<file path="src/rtl/trap_arbiter.sv">
// trap_arbiter: edge-detects, latches and presents trap sources to the sequencer by fixed priority
module trap_arbiter #(
  parameter int NSRC = 4,
  parameter int IDXW = 2
) (
  input  logic            clk,
  input  logic            reset,
  input  logic [NSRC-1:0] trap_src,
  input  logic [NSRC-1:0] trap_mask,
  input  logic            trap_ack,
  input  logic            clear_ovf,
  output logic            trap,
  output logic [IDXW-1:0] trap_idx,
  output logic [NSRC-1:0] trap_pending,
  output logic            trap_overflow
);
  typedef enum logic [1:0] {IDLE, PRESENT, HOLDOFF} state_t;
  if (NSRC < 1 || NSRC > 16 || IDXW != (NSRC > 1 ? $clog2(NSRC) : 1)) begin : g_bad_params
    $error("trap_arbiter: NSRC must be 1..16 and IDXW must equal max(1, clog2(NSRC))");
  end
  state_t state, state_next;
  logic [NSRC-1:0] src_prev, rise, clr;
  logic [IDXW-1:0] low;
  assign rise = trap_src & ~src_prev & trap_mask;
  // lowest pending index wins; only the presented bit is cleared, and only on an accepted ack
  always_comb begin
    low = '0;
    for (int i = NSRC - 1; i >= 0; i--) if (trap_pending[i]) low = IDXW'(i);
    clr = (state == PRESENT && trap_ack) ? NSRC'(1) << trap_idx : '0;
    state_next = state == IDLE    ? (|trap_pending ? PRESENT : IDLE) :
                 state == PRESENT ? (trap_ack ? HOLDOFF : PRESENT) : IDLE;
  end
  // state, registered trap level, pending latches (set beats clear) and sticky overflow
  always_ff @(posedge clk) begin
    if (reset) begin
      state         <= IDLE;
      trap          <= 1'b0;
      trap_idx      <= '0;
      trap_pending  <= '0;
      trap_overflow <= 1'b0;
      src_prev      <= '0;
    end else begin
      state         <= state_next;
      trap          <= state_next == PRESENT;
      trap_idx      <= (state == IDLE && |trap_pending) ? low : trap_idx;
      trap_pending  <= rise | (trap_pending & ~clr);
      trap_overflow <= |(rise & trap_pending & ~clr) | (trap_overflow & ~clear_ovf);
      src_prev      <= trap_src;
    end
  end
endmodule

</file>
<file path="config.mk">
export PLATFORM = sky130hd
export DESIGN_NAME = trap_arbiter
export DESIGN_NICKNAME = d
export VERILOG_FILES = /design/src/rtl/trap_arbiter.sv
export SDC_FILE = /design/constraint.sdc
export NUM_CORES = 1
export LEC_CHECK = 0
export ABC_AREA = 1
export CAP_MARGIN = 20
export CORE_AREA = 2 2 43 45
export CTS_CLUSTER_DIAMETER = 80
export CTS_CLUSTER_SIZE = 14
export DETAILED_ROUTE_END_ITERATION = 8
export DIE_AREA = 0 0 45 47
export PLACE_DENSITY_LB_ADDON = 0.15
export SKIP_CTS_REPAIR_TIMING = 1
export SLEW_MARGIN = 20
export SYNTH_ARGS = -nofsm -noshare
export SYNTH_HDL_FRONTEND = slang
export SYNTH_SLANG_ARGS = --single-unit
</file>
<file path="constraint.sdc">
create_clock -name clk -period 1.1 [get_ports clk]
set_clock_uncertainty 0.2 [all_clocks]
set_input_delay 0.33 -clock clk [delete_from_list [all_inputs] [get_ports clk]]
set_output_delay 0.33 -clock clk [all_outputs]
set_load 0.05 [all_outputs]
</file>
==> results.md <==
- Status: finished, violations left
- Failing checks: negative setup slack
- DP HPWL: about 1.1 mm
- WL final: 1.56 mm
- Synthesized area: between 500 and 600 µm²
- Die ar.: 2120 µm²
- Slew @ Worst Pin: 0.225 ns
- DRC: 0
- P_int: approximately 1 mW
- Final number of hold-violating endpoints: 0
- Largest net degree at the start of global routing: 9
- Most frequent cells in the layout: nand2_1 (13), inv_1 (10), nor2_1 (10), buf_4 (10), buf_12 (8)
- H-tree Lvls: 1
- Antenna viol nets, final: 0
- Starting DRT DRC Count: 6
- Layout cells sized above 1: 0.454
- Clock Path Buffers: 2
- Vias in the first global route: 567
- Cells after Synth: slightly above 80
- R2r endpoint: trap_overflow
- Pleak: 0.505 nW
- Final core occ: 0.675
- GPL Wtd Cong: around 0.83
- Seq/Total Area, Yosys: 0.483
- Worst-path fanout max: 4
- CP Data Required Time: 0.57 ns
- Net Sw Frac: 0.330
- CTS tree: yes
- Core area: 1650 µm²
- Avg WL per Cell: 11.4 µm
- Crit-path max cell delay: ~0.36 ns
- # fillers: 134
- Starting density of the core: 0.352
- Total GRT Usage: 0.144
- Setup WS pre-CTS: -0.507 ns
- Min setup slack post-route: -0.322 ns
- Met3 usage: 0.0346
- Die width: 45 µm
- Setup violations, final: 14
- Synth Register Bits: 14
- Vias per inst: around 4.7
- Cts bufs inserted: 3
- Maxcap violations: 0
- Num Clock Sinks: 14
- Port Buffers: 19
- Core Rows: 15
- Setup crit end: trap_idx[0]
- Unrepaired setup endpoints after global routing: true
- Max-slew violation count: 0
- CP Launch Type: flop
- Area growth from synthesis to layout: 92.0%
- Crit path kind: flop to output port
- CTS clk-pin slew, worst paths: 0.08 ns
- Pwr Total: 1.47 mW
- R2r startpoint: trap_idx[0]
- Synth Warn #: 0
- First-pass GRT wire length: between 2 and 2.5 mm
- Avg Inst Size Synth: 6.99 µm²
- Global route overflow: 0
- Final period util: 1.29
- Clock power share: 0.211
- Comb pwr share: 0.378
- Final #Nets: 132
- Critical path origin: trap_idx[0]
- VDD IR max: roughly 0.00086 V
- Placed cell areas: 971 µm²
- Reg power frac: 0.411
- Slowest cell on crit path: dfxtp_4
- Slew Limit Headroom: 0.850
- Hold path depth: 3
- Reg2Reg Setup Slack: -0.21 ns
- Final min period: 1.42 ns
- DR vias: 640
- Final Cell Area: 1110 µm²
- Pre-antenna DRT Iters: 2
- R2R cell count: 7
- Antenna Cells: 0
- Max frequency: 0.703 GHz
- Cell Chain, Critical Path: buf_6, buf_12
- Most common cell after layout, fill and taps aside: nand2_1
- CTS root buf: clkbuf_4
- Initial antenna violation count: 0
- Synthesized Nets: 95
- Pwr/cell area: ~1300 nW/µm²
- Ports: 20
- NetSw: 0.486 mW
- Clk Latency, worst-skew pair: 0.28 ns
- Netlist cell types: 15
- Hold crit path type: input pin to flop
- Met1 Use GR: 0.169
- GRT met2 Usage: 0.237
- Crit. End Element: output port
- Most Used Layer, Global Route: met2
- Die Height: 47 µm
- Critical path data arrival time: 0.89 ns
worst min path at each step:
stage | from | to | slack [ns]
6_report | trap_src[3] | src_prev[3] | 0.1
2_1_floorplan | reset | trap | 0.19
5_1_grt | trap_src[3] | src_prev[3] | 0.13
4_1_cts | trap_pending[3] | trap_pending[3] | 0.32
3_3_place_gp | src_prev[3] | trap_pending[3] | 0.29
3_5_place_dp | trap_pending[3] | trap_pending[3] | 0.31
cells by family (layout without fill, tap and decap cells):
| logic type | count (synthesis) | after routing | synth area share |
|---|---|---|---|
| AO/OA/AOI/OAI | 10 | 10 | 0.0905 |
| buffers and inverters | 15 | 51 | 0.0991 |
| flip-flops | 14 | 14 | 0.483 |
| AND/OR/NAND/NOR | 44 | 44 | 0.328 |
stage by stage:
step / hold slack [ns] / TNS [ns] / instances
2_1_floorplan: 0.192 / -0.152 / 83
3_3_place_gp: 0.292 / -4.83 / 128
3_5_place_dp: 0.305 / -4.89 / 128
4_1_cts: 0.319 / -3.17 / 132
5_1_grt: 0.131 / -3.16 / 136
6_report: 0.0988 / -2.54 / 136
area by class of cell:
type | count | area (µm²) | share of cell area
inverters | 14 | 52.6 | 0.0471
multi-input cells | 54 | 307 | 0.275
clock buffers | 4 | 26.3 | 0.0236
well taps | 17 | 21.3 | 0.0191
repair buffers | 33 | 400 | 0.359
flip-flops and latches | 14 | 308 | 0.276
metal layers:
layer,vias up,wire length [µm]
li1,330,-
met1,295,676
met2,13,809
met3,2,57
met4,0,13
met5,-,0
Yosys cell counts:
library cell / number / area (µm²)
nor2_1: 17 / 63.8
a211oi_1: 1 / 7.51
a21oi_1: 8 / 40.0
inv_1: 13 / 48.8
o21ai_0: 1 / 5.00
dfxtp_1: 14 / 280
nand2_1: 16 / 60.1
nor3_1: 2 / 10.0
nand3_1: 5 / 25.0
buf_2: 1 / 5.00
nor2_4: 1 / 11.3
nand4_1: 1 / 6.26
nand3b_1: 1 / 7.51
nor4_1: 1 / 6.26
inv_2: 1 / 3.75
power groups by stage:
stage,clock network (mW),logic [mW],registers (mW)
CTS,0.320,0.460,0.601
detailed placement,0,0.459,0.613
global route,0.338,0.586,0.610
floorplan,0,0.114,0.699
global placement,0,0.455,0.611
finish,0.310,0.556,0.605
sequential cells by signal, summed over array words and instances, names as in the netlist:
register / count
trap_pending: 4
state: 2
trap_overflow: 1
trap: 1
trap_idx: 2
src_prev: 4
critical path, delay by kind of cell, from the launching register on:
kind,cells,cell delay (ns)
flip-flops,1,0.36
buffers and inverters,2,0.24
No activity file was read; power rests on OpenSTA's default activity.
